**config.mk**
```make
export PLATFORM = sky130hd
export DESIGN_NAME = ifetch_ctrl
export DESIGN_NICKNAME = d
export VERILOG_FILES = /design/src/rtl/ifetch_ctrl.sv
export SDC_FILE = /design/constraint.sdc
export NUM_CORES = 1
export LEC_CHECK = 0
export BUFFER_PORTS_ARGS = -buffer_cell sky130_fd_sc_hd__buf_2
export CAP_MARGIN = 0
export CORE_MARGIN = 2
export CORE_UTILIZATION = 49
export CTS_CLUSTER_DIAMETER = 100
export DETAILED_ROUTE_END_ITERATION = 16
export GPL_TIMING_DRIVEN = 0
export PLACE_DENSITY = 0.85
export SYNTH_ARGS = -nofsm -noshare
export SYNTH_HDL_FRONTEND = slang
export SYNTH_SLANG_ARGS = --single-unit
```
**constraint.sdc**
```tcl
create_clock -name clk -period 2.7 [get_ports clk]
set_input_delay 0.135 -clock clk [delete_from_list [all_inputs] [get_ports clk]]
set_output_delay 0.135 -clock clk [all_outputs]
set_load 0.005 [all_outputs]
```
**src/rtl/ifetch_ctrl.sv**
```systemverilog
// Instruction-fetch sequencer: owns the PC, reads a combinational ROM with an
// optional wait-state count and hands {pc, instr} to decode over valid/ready.
module ifetch_ctrl #(
    parameter logic [31:0] RESET_PC    = 32'h0000_0000,
    parameter int unsigned WAIT_STATES = 0
) (
    input  logic        clk,
    input  logic        reset,
    output logic [31:0] rom_addr,
    input  logic [31:0] rom_rdata,
    output logic        out_valid,
    input  logic        out_ready,
    output logic [31:0] out_pc,
    output logic [31:0] out_instr,
    input  logic        redirect_valid,
    input  logic [31:0] redirect_pc
);

    localparam logic [3:0] WAIT_INIT = 4'(WAIT_STATES);

    logic [31:0] pc_r;
    logic [3:0]  wait_cnt_r;
    logic        out_valid_r;
    logic [31:0] out_pc_r;
    logic [31:0] out_instr_r;

    logic [31:0] pc_nxt_s;
    logic [3:0]  wait_cnt_nxt_s;
    logic        out_valid_nxt_s;
    logic [31:0] out_pc_nxt_s;
    logic [31:0] out_instr_nxt_s;
    logic        slot_free_s;

    assign slot_free_s = ~out_valid_r | out_ready;

    // Next-state selection: redirect beats the wait countdown, which beats capture/stall.
    always_comb begin
        pc_nxt_s        = pc_r;
        wait_cnt_nxt_s  = wait_cnt_r;
        out_valid_nxt_s = out_valid_r;
        out_pc_nxt_s    = out_pc_r;
        out_instr_nxt_s = out_instr_r;
        if (redirect_valid) begin
            // A held word is dropped even if decode accepts it this cycle.
            pc_nxt_s        = {redirect_pc[31:2], 2'b00};
            out_valid_nxt_s = 1'b0;
            wait_cnt_nxt_s  = WAIT_INIT;
        end else if (wait_cnt_r != 4'd0) begin
            // Countdown keeps running during a downstream stall (prefetch overlap).
            wait_cnt_nxt_s  = wait_cnt_r - 4'd1;
            if (out_valid_r && out_ready) begin
                out_valid_nxt_s = 1'b0;
            end else begin
                out_valid_nxt_s = out_valid_r;
            end
        end else if (slot_free_s) begin
            out_instr_nxt_s = rom_rdata;
            out_pc_nxt_s    = pc_r;
            out_valid_nxt_s = 1'b1;
            pc_nxt_s        = pc_r + 32'd4;
            wait_cnt_nxt_s  = WAIT_INIT;
        end else begin
            pc_nxt_s        = pc_r;
        end
    end

    // State and output registers with synchronous reset taking priority.
    always_ff @(posedge clk) begin
        if (reset) begin
            pc_r        <= RESET_PC;
            wait_cnt_r  <= WAIT_INIT;
            out_valid_r <= 1'b0;
            out_pc_r    <= 32'h0000_0000;
            out_instr_r <= 32'h0000_0000;
        end else begin
            pc_r        <= pc_nxt_s;
            wait_cnt_r  <= wait_cnt_nxt_s;
            out_valid_r <= out_valid_nxt_s;
            out_pc_r    <= out_pc_nxt_s;
            out_instr_r <= out_instr_nxt_s;
        end
    end

    assign rom_addr  = pc_r;
    assign out_valid = out_valid_r;
    assign out_pc    = out_pc_r;
    assign out_instr = out_instr_r;

endmodule
```
==> flow_summary_export.csv <==
group,metric,value,unit
yosys,yosysSeqAreaShare,45.0,%
clock_tree,cts-buffers-inserted,9,
pwr,vdd_drop_max,0.000296,V
clock_tree,cts_tree,"yes",
clock_tree,cts.sinks,97,
clock_tree,root_buffer,"clkbuf_8",
clock_tree,path_clk_slew,0.10,ns
sta,rsz0062_at_grt,"false",
floorplan,die_w,97.9,microns
sta,fmax,0.417,GHz
pwr,total_power,3.00,mW
placed_design,gp_congestion,0.944,
yosys,synthMuxAreaShare,0.232,%
pwr,p_leak,2.37,nW
yosys,synth_compound_area_share,18.2,%
run_status,run_status,"finished, violations left",
sta,min_period,2.40,ns
placed_design,pre_cts_slack,0.376,ns
worst_setup_path,cp_max_fo,10,
yosys,yosys_warnings,0,
worst_setup_path,crit_path_end_kind,"flop",
global_route,grt_max_degree,17,
drt,first_pass_iters,5,
floorplan,start_util,50.0,%
yosys,async_flop_share,0,%
global_route,grt_use_met2,47.1,%
pwr,p_switching,0.841,mW
drt,vias,4831,
global_route,grt_pass1_vias,4503,
yosys,ys_ff_latch,97,
global_route,top_usage_layer,"met2",
pwr,power_density,541,mW/mm^2
placed_design,place_hpwl,9830,microns
sta,setup_viol,0,
cells_and_area,areaGrowthSynthToFinish,28.5,%
floorplan,ios,165,
floorplan,dieArea,0.00958,sq mm
floorplan,die_h,97.9,microns
sta,layout_setup_ws,0.303,ns
drt,drt_iter0_drc,295,
flow_run,cap_violations,0,
cells_and_area,antenna_cells,0,
global_route,grt_pass1_wl,21700,microns
global_route,grt-ovfl-total,0,
floorplan,num_rows,34,
sta,fin_worst_skew,0.0123,ns
sta,drv_slew,0,
hold_path,hold_path.class,"in2reg",
yosys,syn_area_per_cell,7.95,sq um
yosys,synth_top_family_by_area,"simple AND/OR/NAND/NOR gates",
worst_setup_path,cp.arrival,2.68,ns
pwr,internal-power,2.16,mW
sta,worst_pin_slew,1.11,ns
placed_design,place_inst,812,
global_route,grt_util_met1,34.9,%
run_status,violations,"hold timing",
cells_and_area,fin_nets,793,
yosys,synth-edff-count,0,
worst_setup_path,cp-start-kind,"flop",
cells_and_area,drive_above_1_share,26.7,%
clock_tree,cts_resized,0,
worst_setup_path,critPathRequiredTime,2.98,ns
sta,hold_viol,1,
yosys,ys.flop_type,"dfxtp_1",
pwr,comb_power_share,13.9,%
clock_tree,htree_num_levels,3,
cells_and_area,instances_no_fill,837,
clock_tree,clk_latency,0.36,ns
sta,fin_crit_sh,88.8,%
pwr,power.share.switching,28.0,%
yosys,synth_xor_xnor_area_share,1.01,%
yosys,syn_area,0.00432,sq mm
yosys,syn_inst,543,
yosys,synth_cell_types,53,
drt,totalWireLength,13700,microns
pwr,pwr-share-clk,32.9,%
yosys,synth-adder-area-share,0.290,%
sta,slew_headroom,25.4,%
clock_tree,clockBufferDepth,2,
sta,tns,0,ns
drt,post-route-drc-count,0,
pwr,pwr-share-seq,53.2,%
global_route,antenna_found_initial,0,
sta,hold_slack,-0.000669,ns
floorplan,core,0.00864,sq mm
yosys,synthSimpleGateAreaFrac,30.4,%
drt,postRouteAntennaNets,0,
placed_design,io_buffers,158,
worst_setup_path,crit_type,"reg2reg",
global_route,grt.total_usage,27.6,%
drt,wl_per_cell,16.4,microns
drt,avgViaCountPerCell,5.77,
global_route,grt_util_met3,5.01,%
[cell type report]
class / count / area [sq um]
multi-input cells: 401 / 2180
repair buffers: 167 / 881
flip-flops and latches: 97 / 1940
clock buffers: 11 / 141
clock inverters: 5 / 63.8
inverters: 5 / 18.8
well taps: 108 / 135
plain buffers: 43 / 188
fillers: 785 / 3080
[worst max-delay path, cell delays in order (launching register included)]
cell and delay [ns]:
dfxtp_1 0.39, or4_1 0.53, clkbuf_1 0.18, nor3_2 0.61, buf_2 0.34, nand2_1 0.09, a21oi_1 0.16
[cells in the final DEF, fill, tap and decap left out, drive strengths merged, types with 6 or more instances in the layout]
cell | Yosys | routed
buf | 14 | 172
nand2 | 141 | 141
dfxtp | 97 | 97
a21oi | 65 | 65
clkbuf | 29 | 40
nor2 | 21 | 21
nand3 | 19 | 19
nand4 | 16 | 16
or4 | 10 | 10
nor4 | 10 | 10
o21ai | 9 | 9
a311oi | 9 | 9
dlygate4sd3 | 0 | 9
and4 | 8 | 8
and3 | 8 | 8
o31ai | 8 | 8
or3 | 8 | 8
nor3 | 7 | 7
nor2b | 6 | 6
a211oi | 6 | 6
inv | 5 | 6
[final timing paths]
kind / start / endpoint / slack (ns) / depth (start not counted)
worst max-delay path: wait_cnt_r[0]$_SDFFE_PP0P_ / out_pc[25]$_SDFFE_PP0P_ / 0.30 / 6
worst min-delay path: rom_rdata[13] / out_instr[13]$_SDFFE_PP0P_ / -0.0007 / 3
worst max register to register: wait_cnt_r[0]$_SDFFE_PP0P_ / out_pc[25]$_SDFFE_PP0P_ / 0.30 / 6
worst min register to register: out_instr[22]$_SDFFE_PP0P_ / out_instr[22]$_SDFFE_PP0P_ / 0.46 / 2
[what timing repair did]
item                                   in CTS  in global routing
buffers inserted                            0                  0
endpoints found under the hold margin       8                  1
hold buffers                                8                  1
setup endpoints to repair                   0                  0
[cells by family after synthesis]
family,Yosys count
AO/OA/AOI/OAI,123
XOR/XNOR,5
adder cells (fa/ha/maj),1
buffers and inverters,48
flip-flops,97
multiplexers,1
other,1
AND/OR/NAND/NOR,267
[cells in the mapped netlist, drive strengths merged, types with 4 or more instances]
cell | count | share of area (%)
a211oi | 6 | 1.0
a21oi | 65 | 7.5
a311oi | 9 | 1.8
a31oi | 4 | 0.58
and3 | 8 | 1.2
and4 | 8 | 1.6
buf | 14 | 1.8
clkbuf | 29 | 2.5
dfxtp | 97 | 45
inv | 5 | 0.43
nand2 | 141 | 12
nand3 | 19 | 2.4
nand4 | 16 | 2.5
nor2 | 21 | 1.9
nor2b | 6 | 0.87
nor3 | 7 | 0.93
nor4 | 10 | 1.8
o2111a | 4 | 1.0
o21ai | 9 | 1.0
o31ai | 8 | 1.4
or3 | 8 | 1.2
or4 | 10 | 1.7
xor2 | 4 | 0.81
[sequential cells by signal (all words and copies together), names as in the netlist]
signal,cells
out_valid,1
out_pc,30
rom_addr,30
out_instr,32
wait_cnt_r,4
[metal layers]
metal | up-vias | share of wire (%)
li1 | 2299 | -
met1 | 2272 | 41
met2 | 229 | 49
met3 | 31 | 8.0
met4 | 0 | 2.2
met5 | - | 0
[through the flow]
step / util, % / area (sq um) / hold WS, ns
after floorplan: - / 4330 / 0.271
after detailed placement: 60.9 / 5260 / 0.386
after global placement: 60.9 / 5260 / 0.376
final: 64.3 / 5550 / -0.000669
after global routing: 64.3 / 5550 / 0.00227
after CTS: 64.2 / 5540 / 0.00125
[power by group through the flow]
stage / combinational [mW] / clock [mW] / sequential [mW]
final: 0.417 / 0.989 / 1.60
after global routing: 0.462 / 1.06 / 1.61
after global placement: 0.389 / 0 / 1.62
after floorplan: 0.204 / 0 / 1.62
after CTS: 0.413 / 0.998 / 1.59
after detailed placement: 0.402 / 0 / 1.63
Note: power is estimated with default switching activity, not from simulation.
